[src/rtl/lsu_types.sv]
// lsu_types: shared opcode/state enums and beat-count helper for the vector LSU.
package lsu_types;
    typedef enum logic [2:0] {LD_S = 3'd0, ST_S = 3'd1, LD_V = 3'd2, ST_V = 3'd3, LD_VS = 3'd4, ST_VS = 3'd5} lsu_op_e;
    typedef enum logic [1:0] {IDLE, CHECK, REQ, DONE} lsu_state_e;
    function automatic int beats(input int lanes, input int elem_w, input int bus_w);
        return lanes * elem_w / bus_w;
    endfunction
endpackage

[src/rtl/lsu_addr_gen.sv]
// lsu_addr_gen: beat address register and beat counter; steps by a fixed
// increment or a programmable stride and flags the final beat of an access.
module lsu_addr_gen #(
    parameter int ADDR_W = 32,
    parameter int BEATS  = 2,
    parameter int STEP   = 4,
    parameter int CW     = 1
) (
    input  logic              clk,
    input  logic              reset,
    input  logic              load,
    input  logic [ADDR_W-1:0] base,
    input  logic [ADDR_W-1:0] stride,
    input  logic              use_stride,
    input  logic              step,
    input  logic              vec,
    output logic [ADDR_W-1:0] addr,
    output logic [CW-1:0]     cnt,
    output logic              last
);
    logic [ADDR_W-1:0] addr_q, addr_d;
    logic [CW-1:0]     cnt_q, cnt_d;

    always_comb begin
        addr_d = load ? base : step ? addr_q + (use_stride ? stride : ADDR_W'(STEP)) : addr_q;
        cnt_d  = load ? '0 : step ? cnt_q + CW'(1) : cnt_q;
    end

    always_ff @(posedge clk or negedge reset) begin
        if (!reset) begin
            addr_q <= '0;
            cnt_q  <= '0;
        end else begin
            addr_q <= addr_d;
            cnt_q  <= cnt_d;
        end
    end

    assign addr = addr_q;
    assign cnt  = cnt_q;
    assign last = !vec || cnt_q == CW'(BEATS - 1);
endmodule

[src/rtl/vec_lsu_n.sv]
// vec_lsu_n: handshaked multi-beat vector/scalar load-store engine; serialises
// an access into BUS_W beats over a req/ack memory port.
module vec_lsu_n
    import lsu_types::*;
#(
    parameter int LANES  = 8,
    parameter int ELEM_W = 8,
    parameter int BUS_W  = 32,
    parameter int ADDR_W = 32,
    localparam int VEC_W = LANES * ELEM_W
) (
    input  logic              clk,
    input  logic              reset,
    input  logic              start,
    input  logic [2:0]        op,
    input  logic [ADDR_W-1:0] base_addr,
    input  logic [ADDR_W-1:0] stride,
    input  logic [BUS_W-1:0]  wdata_esc,
    input  logic [VEC_W-1:0]  wdata_vec,
    output logic              busy,
    output logic              done,
    output logic              err,
    output logic [BUS_W-1:0]  rdata_esc,
    output logic [VEC_W-1:0]  rdata_vec,
    output logic              mem_req,
    output logic              mem_we,
    output logic [ADDR_W-1:0] mem_addr,
    output logic [BUS_W-1:0]  mem_wdata,
    input  logic              mem_ack,
    input  logic [BUS_W-1:0]  mem_rdata
);
    localparam int BEATS = beats(LANES, ELEM_W, BUS_W);
    localparam int CW    = BEATS > 1 ? $clog2(BEATS) : 1;

    lsu_state_e state_q, state_d;
    logic [2:0]                        op_q, op_d;
    logic [ADDR_W-1:0]                 stride_q, stride_d;
    logic [BUS_W-1:0]                  wesc_q, wesc_d, resc_q, resc_d;
    logic [BEATS-1:0][BUS_W-1:0]       wvec_q, wvec_d, rvec_q, rvec_d;
    logic                              err_q, err_d;
    logic [ADDR_W-1:0]                 addr;
    logic [CW-1:0]                     cnt;
    logic                              last, accept, is_store, strided, vec, bad, beat_ack;

    assign accept   = state_q == IDLE && start;
    assign is_store = op_q[0];
    assign strided  = op_q == LD_VS || op_q == ST_VS;
    assign vec      = op_q inside {LD_V, ST_V, LD_VS, ST_VS};
    assign bad      = op_q > 3'd5 || addr[1:0] != 2'b00 || (strided && stride_q[1:0] != 2'b00);
    assign beat_ack = state_q == REQ && mem_ack;

    lsu_addr_gen #(.ADDR_W(ADDR_W), .BEATS(BEATS), .STEP(BUS_W / 8), .CW(CW)) u_addr_gen (
        .clk        (clk),
        .reset      (reset),
        .load       (accept),
        .base       (base_addr),
        .stride     (stride_q),
        .use_stride (strided),
        .step       (beat_ack),
        .vec        (vec),
        .addr       (addr),
        .cnt        (cnt),
        .last       (last)
    );

    always_ff @(posedge clk or negedge reset) begin
        if (!reset) state_q <= IDLE;
        else        state_q <= state_d;
    end

    always_comb begin
        state_d = state_q;
        case (state_q)
            IDLE:    state_d = start ? CHECK : IDLE;
            CHECK:   state_d = bad ? DONE : REQ;
            REQ:     state_d = mem_ack && last ? DONE : REQ;
            default: state_d = IDLE;
        endcase
    end

    always_comb begin
        busy    = state_q != IDLE;
        done    = state_q == DONE;
        mem_req = state_q == REQ;
        mem_we  = mem_req && is_store;
        err     = done && err_q;
    end

    assign mem_addr  = addr;
    assign mem_wdata = vec ? wvec_q[cnt] : wesc_q;
    assign rdata_esc = resc_q;
    assign rdata_vec = rvec_q;

    // Load beats land in the lane slice selected by the beat counter.
    always_comb begin
        op_d     = accept ? op : op_q;
        stride_d = accept ? stride : stride_q;
        wesc_d   = accept ? wdata_esc : wesc_q;
        wvec_d   = accept ? wdata_vec : wvec_q;
        err_d    = state_q == CHECK ? bad : err_q;
        resc_d   = resc_q;
        rvec_d   = rvec_q;
        if (beat_ack && !is_store) begin
            if (vec) rvec_d[cnt] = mem_rdata;
            else     resc_d      = mem_rdata;
        end
    end

    always_ff @(posedge clk or negedge reset) begin
        if (!reset) begin
            op_q     <= '0;
            stride_q <= '0;
            wesc_q   <= '0;
            wvec_q   <= '0;
            err_q    <= 1'b0;
            resc_q   <= '0;
            rvec_q   <= '0;
        end else begin
            op_q     <= op_d;
            stride_q <= stride_d;
            wesc_q   <= wesc_d;
            wvec_q   <= wvec_d;
            err_q    <= err_d;
            resc_q   <= resc_d;
            rvec_q   <= rvec_d;
        end
    end
endmodule

[config.mk]
export PLATFORM = sky130hd
export DESIGN_NAME = vec_lsu_n
export DESIGN_NICKNAME = d
export VERILOG_FILES = /design/src/rtl/lsu_types.sv /design/src/rtl/lsu_addr_gen.sv /design/src/rtl/vec_lsu_n.sv
export SDC_FILE = /design/constraint.sdc
export NUM_CORES = 1
export LEC_CHECK = 0
export BUFFER_PORTS_ARGS = -buffer_cell sky130_fd_sc_hd__clkbuf_2
export CAP_MARGIN = 10
export CELL_PAD_IN_SITES_DETAIL_PLACEMENT = 0
export CELL_PAD_IN_SITES_GLOBAL_PLACEMENT = 1
export CORE_AREA = 2 2 269 138
export CTS_BUF_LIST = sky130_fd_sc_hd__clkbuf_16
export DETAILED_ROUTE_END_ITERATION = 16
export DIE_AREA = 0 0 271 140
export PLACE_DENSITY = 0.75
export SLEW_MARGIN = 10
export SYNTH_ARGS = -nofsm -noshare
export SYNTH_HDL_FRONTEND = slang
export SYNTH_SLANG_ARGS = --single-unit
export TNS_END_PERCENT = 5
[constraint.sdc]
create_clock -name clk -period 2.9 [get_ports clk]
set_input_delay 0.58 -clock clk [delete_from_list [all_inputs] [get_ports clk]]
set_output_delay 0.58 -clock clk [all_outputs]
set_load 0.02 [all_outputs]
==> results.yml, run 1 <==
floorplan:
  num_rows: 49
  die_y_um: 140
  ioPinCount: 364
  dieArea_sq_um: 37940
  die_w_um: 271
  initial_core_util: 0.3585
  core_area_sq_um: 35500
clock_tree:
  htreeDepth: 1
  cts_sinks: 263
  clk_pin_slew_ns: 0.07
  cts_tree: "yes"
  cts.root.buffer_cell: "clkbuf_16"
  cts_made_buffers: 27
  cts_buffer_depth: 3
  clk_latency_ns: 0.56
placed_design:
  dpl.hpwl_mm: 30.16
  preCtsSetupSlack_ns: -0.003700
  routabilityCongestion: 0.9454
  numPortBuffers: 363
worst_setup_path:
  path_class: "reg2reg"
  cp_slowest_cell: "dfrtp_1"
  crit_family: "compound AO/OA/AOI/OAI gates"
  crit_fanout: 11
  startpoint_type: "flop"
  path_buf_inv: 2
  worstSetupEndpointType: "flop"
  critPathMaxStageDelay_ns: 0.42
  critPathArrivalTime_ns: 3.26
  path_cells: "nor2b_4 > buf_4 > and2_1 > ha_1 > a21oi_1 > o21ai_1 > a221o_1 > nand3_1 > nand3_2 > buf_4 > a31oi_2 > or3_1 > nand3_1"
  cp.required_ns: 3.33
synthesis:
  synth_most_common_cell: "nand2_1"
  synth_cell_types: 62
  synthTopCellsByCount: "nand2_1, dfrtp_1, mux2_1, a21oi_1, clkbuf_1"
  syn-cell-area_sq_um: 12730
  synth-seq-cells: 263
  synth_top_cells_by_area: "dfrtp_1, nand2_1, mux2_1, ha_1, mux2_2"
  synth.avg_cell_area_sq_um: 9.576
  ys_seq_area_frac: 0.5172
  synth_top_flop_cell: "dfrtp_1"
  synth_fp_nets: 1565
  synth_top_area_frac: 0.5172
  async_reset_ff_frac: 1.000
  yosys_warnings: 0
  synth_edf_count: 0
  synth_top_cell_by_area: "dfrtp_1"
  postSynthCellCount: 1329
drt:
  route.detailed.drc: 0
  wirelength_mm: 41.34
  drtIter0Drc: 825
  ant_nets: 0
  wl_per_cell_um: 18.70
  via_count: 10850
  first_pass_iters: 5
  vias_per_cell: 4.907
grt:
  grt_max_degree: 98
  grt_pass1_wl_mm: 63.73
  track_usage: 0.2115
  grt_pass1_vias: 10840
  antenna_found_initial: 1
  grt_overflow: 0
sta:
  skew_ns: 0.01811
  max_freq_ghz: 0.3540
  hold_viol: 0
  final-setup-viol-count: 0
  min_period_ns: 2.825
  worst_slack_ns: 0.07485
  rsz0062_at_grt: "true"
  hold_ws_ns: 0.009513
  slew_headroom: 0.5755
  fin_tns_setup_ns: 0
  period_share: 0.9742
  worst_pin_slew_ns: 0.6367
  drv_slew: 0
min_path:
  min-delay-path-class: "in2async"
final_layout:
  final_nets: 1940
  syn2layout_area_growth_pct: 29.80
  layout-drive-gt1-share: 0.3078
power_and_ir_drop:
  leakage_nw: 8.557
  ir_drop_mv: 0.5199
  power.density_nw_per_um2: 1264
job:
  max-cap-violations: 0
status:
  status: "finished clean"
[per-stage QoR]
| stage | cell area (sq um) | total power, mW | utilization | std cells |
|---|---|---|---|---|
| global placement | 15410 | 16.67 | 0.4341 | 2156 |
| finish | 16520 | 20.88 | 0.4653 | 2210 |
| detailed placement | 15410 | 16.86 | 0.4341 | 2156 |
| floorplan | 12730 | 13.00 | - | 1329 |
| global route | 16520 | 22.29 | 0.4653 | 2210 |
| CTS | 16350 | 20.66 | 0.4605 | 2206 |
[final cells by class]
| class | instances | area, sq um |
|---|---|---|
| inverter | 9 | 33.78 |
| timing repair buffer | 418 | 2407 |
| clock buffer | 27 | 675.6 |
| tap | 484 | 605.6 |
| sequential | 263 | 6583 |
| multi-input combinational | 985 | 5962 |
| fill | 3466 | 18980 |
| clock inverter | 23 | 249.0 |
| antenna | 1 | 2.502 |
[sequential cells by signal, summed over array words and instances (netlist names)]
signal	cells
stride_q	32
state_q	2
u_addr_gen.addr	32
op_q	3
rdata_vec	64
wesc_q	32
wvec_q	64
err_q	1
rdata_esc	32
u_addr_gen.cnt	1
[routing by layer]
layer  GRT usage  vias to the layer above  routed length, um
met2      0.3146                      312              17870
met5           0                        -                  0
met1      0.3226                     5276              20550
met4     0.04129                        0                708
met3     0.03583                       50               2212
li1            -                     5207                  -
[cells in the final DEF, fill, tap and decap left out, drive strengths merged, types with 2 or more instances in the layout]
master and n:
inv 13, mux2i 34, o22ai 3, a21oi 60, a211oi 6, clkinvlp 4
nor2 41, mux2 97, nor2b 2, ha 36, nor4 2, bufinv 5
o21bai 5, clkinv 10, and4 2, xor2 6, a2111oi 2, or3 5
a211o 2, a21o 11, o21a 3, a31oi 10, dfrtp 263, o31ai 2
a31o 2, and3 2, nand2 479, a221oi 2, nor3 4, a221o 3
xnor2 18, a22oi 7, o211ai 6, nand3 13, buf 55, o21ai 64
clkbuf 390, nand4 8, and2 37, a21boi 2
[final timing paths]
| path | startpoint | to | slack (ns) | cells past startpoint |
|---|---|---|---|---|
| worst max-delay path | op_q[1] | u_addr_gen.addr[29] | 0.07 | 13 |
| worst min-delay path | reset | rdata_vec[43] | 0.01 | 1 |
| worst max register to register | op_q[1] | u_addr_gen.addr[29] | 0.07 | 13 |
| worst min register to register | stride_q[17] | stride_q[17] | 0.47 | 2 |
| max in group asynchronous | reset | rdata_vec[22] | 2.08 | 2 |
| min in group clk | wdata_vec[56] | wvec_q[56] | 0.21 | 3 |
[power by group]
part	internal, mW	switching [mW]	total [mW]
combinational	3.97	6.57	10.5
clock	2.15	1.58	3.73
sequential	5.46	1.15	6.61
[what timing repair did]
| action | in CTS | in global routing |
|---|---|---|
| buffers inserted | 0 | 2 |
| resized for setup | 4 | 26 |
| hold buffers | 0 | 0 |
| hold endpoints to repair | 0 | 0 |
| pin swaps | 0 | 9 |
| setup endpoints to repair | 6 | 44 |
| cloned | 0 | 1 |
[logic make-up (layout without fill, tap and decap cells)]
| kind of cell | Yosys count | after routing | share of synthesized area |
|---|---|---|---|
| compound gates | 192 | 192 | 0.09183 |
| xor+xnor | 24 | 24 | 0.01711 |
| fa+ha+maj | 37 | 37 | 0.03697 |
| buf+inv | 81 | 477 | 0.02969 |
| flops | 263 | 263 | 0.5172 |
| mux | 131 | 131 | 0.1129 |
| other cells | 0 | 1 | 0 |
| simple gates | 601 | 601 | 0.1944 |
[worst register-to-register path, delay by kind of cell (launching register included)]
| family | cells | cell delay (ns) |
|---|---|---|
| AO/OA/AOI/OAI | 4 | 0.84 |
| adder cells (fa/ha/maj) | 1 | 0.30 |
| buffers and inverters | 2 | 0.38 |
| flip-flops | 1 | 0.42 |
| AND/OR/NAND/NOR | 6 | 0.78 |
Power figures use the tool's default switching activity.
==> run 2, diff against run 1 <==
--- a/config.mk
+++ b/config.mk
@@ -9,11 +9,12 @@
 export CAP_MARGIN = 10
 export CELL_PAD_IN_SITES_DETAIL_PLACEMENT = 0
 export CELL_PAD_IN_SITES_GLOBAL_PLACEMENT = 1
-export CORE_AREA = 2 2 269 138
+export CORE_AREA = 3 3 270 139
 export CTS_BUF_LIST = sky130_fd_sc_hd__clkbuf_16
 export DETAILED_ROUTE_END_ITERATION = 16
-export DIE_AREA = 0 0 271 140
+export DIE_AREA = 0 0 273 142
 export PLACE_DENSITY = 0.75
+export RECOVER_POWER = 50
 export SLEW_MARGIN = 10
 export SYNTH_ARGS = -nofsm -noshare
 export SYNTH_HDL_FRONTEND = slang
==> run 2 against run 1 <==
Effect of this change:
- the run now ends with capacitance limit, slew limit left
- combinational power hardly changed
- first-iteration DRC count shrank 15%
- total power down 3.0%
- critical path depth down 2
- sequential share of layout area grew 0.89 points
- setup slack gained 0.023 ns
- worst hold slack improved by 0.20 ns
- non-clock buffer count is 1 higher
==> results.yml, run 2 (synthesis gave the netlist of run 1 again) <==
worst_setup_path:
  path_cells: "nor2b_4 > buf_12 > and2_1 > ha_1 > and2_1 > and3_1 > a221oi_1 > o21ai_2 > a31oi_1 > xor2_1 > a21oi_1"
  cp.required_ns: 3.32
  startpoint: "op_q[2]"
  worstSetupEndpointType: "flop"
  ff2ff_path_depth: 11
  r2r_start: "op_q[2]"
  crit_fanout: 20
  critPathMaxStageDelay_ns: 0.39
  endpoint: "u_addr_gen.addr[23]"
  path_class: "reg2reg"
  critPathArrivalTime_ns: 3.22
  critPathMostFrequentCell: "and2_1"
  r2r_slack_ns: 0.1
  cp_slowest_cell: "dfrtp_1"
  reg2reg_to: "u_addr_gen.addr[23]"
  startpoint_type: "flop"
placed_design:
  numPortBuffers: 363
  dp_cells: 2157
  preCtsSetupSlack_ns: 0.05493
  postPlaceCellArea_sq_um: 15340
  routabilityCongestion: 0.9614
  dpl.hpwl_mm: 30.19
grt:
  track_usage: 0.2055
  grt_pass1_vias: 10810
  grt_overflow: 0
  grt_pass1_wl_mm: 63.31
  grt_max_degree: 98
  antenna_found_initial: 0
clock_tree:
  cts.root.buffer_cell: "clkbuf_16"
  cts_sinks: 263
  clk_pin_slew_ns: 0.07
  htreeDepth: 1
  cts_made_buffers: 27
  cts_tree: "yes"
  cts_buffer_depth: 3
  clk_latency_ns: 0.56
sta:
  hold_viol: 0
  final-setup-viol-count: 0
  period_share: 0.9661
  max_freq_ghz: 0.3569
  skew_ns: 0.01807
  drv_slew: 65
  worst_pin_slew_ns: 1.690
  hold_ws_ns: 0.2091
  min_period_ns: 2.802
  rsz0062_at_grt: "true"
  worst_slack_ns: 0.09818
  slew_headroom: -0.1265
  fin_tns_setup_ns: 0
floorplan:
  core_area_sq_um: 35500
  num_rows: 49
  initial_core_util: 0.3585
  ioPinCount: 364
  dieArea_sq_um: 38770
  die_y_um: 142
  die_w_um: 273
drt:
  route.detailed.drc: 0
  wl_per_cell_um: 18.63
  first_pass_iters: 5
  wirelength_mm: 41.15
  drtIter0Drc: 703
  via_count: 10930
  ant_nets: 0
  vias_per_cell: 4.947
power_and_ir_drop:
  leakage_nw: 8.263
  ir_drop_mv: 0.5102
  p_total_mw: 20.25
  power.density_nw_per_um2: 1253
final_layout:
  syn2layout_area_growth_pct: 26.97
  diodes: 0
  final_cell_mix: "nand2_1, clkbuf_2, dfrtp_1"
  regArea_sq_um: 6583
  utilization: 0.4552
  multi_input_area_sq_um: 5877
  nFillCells: 3495
  final_nets: 1941
  finalInstanceArea_sq_um: 16160
  stdcell_count: 2209
  layout-drive-gt1-share: 0.2580
  final_common_cell: "nand2_1"
status:
  status: "finished with violations"
  violations: "capacitance limit, slew limit"
job:
  max-cap-violations: 1
min_path:
  min-delay-path-class: "in2reg"
[run 2: changes by cell type in the layout (fill, tap and decap cells not counted), sizes merged]
| cell | change |
|---|---|
| clkinvlp | -2 |
| inv | +2 |
| clkbuf | +4 |
| buf | -4 |
| bufinv | -4 |
| clkinv | +3 |
| diode | -1 |
| dlygate4sd3 | +1 |
[run 2: what timing repair did]
action                                 in CTS  in global routing
setup endpoints to repair                   0                 28
resized for setup                           0                 14
setup buffers                               0                  1
endpoints found under the hold margin      60                  0
hold buffers                                1                  0
[run 2: area by class of cell]
class                           instances  share of cell area
Sequential cell                       263              0.4074
Multi-Input combinational cell        985              0.3637
Timing Repair Buffer                  419              0.1381
Clock buffer                           27             0.04182
Tap cell                              484             0.03748
Clock inverter                         22            0.009447
Inverter                                9            0.002091
[run 2: worst min-delay path by stage]
stage	start	endpoint	slack, ns	cells past startpoint
2_1_floorplan	reset	err_q	0.28	0
3_3_place_gp	stride_q[30]	stride_q[30]	0.45	2
3_5_place_dp	stride_q[30]	stride_q[30]	0.46	2
4_1_cts	wdata_esc[11]	wesc_q[11]	0.18	3
5_1_grt	wdata_esc[20]	wesc_q[20]	0.19	3
6_report	stride[28]	stride_q[28]	0.21	3
[run 2: routing by layer]
| layer | routed length [um] | vias to the layer above | GRT usage |
|---|---|---|---|
| met5 | 0 | - | 0 |
| met4 | 748 | 0 | 0.03588 |
| met3 | 2045 | 52 | 0.03049 |
| met2 | 17820 | 298 | 0.3144 |
| met1 | 20540 | 5365 | 0.3125 |
| li1 | - | 5214 | - |
[run 2: worst max-delay path: cells and delay by family (launching register included)]
| family | cells | cell delay [ns] |
|---|---|---|
| compound gates | 4 | 0.94 |
| flops | 1 | 0.39 |
| simple gates | 4 | 0.70 |
| buf+inv | 1 | 0.15 |
| fa+ha+maj | 1 | 0.30 |
| xor+xnor | 1 | 0.18 |
[run 2: power breakdown]
group | total, mW | switching, mW | internal, mW
Combinational | 10.3 | 6.53 | 3.77
Sequential | 6.59 | 1.13 | 5.46
Clock | 3.36 | 1.56 | 1.80
Total | 20.3 | 9.22 | 11.0
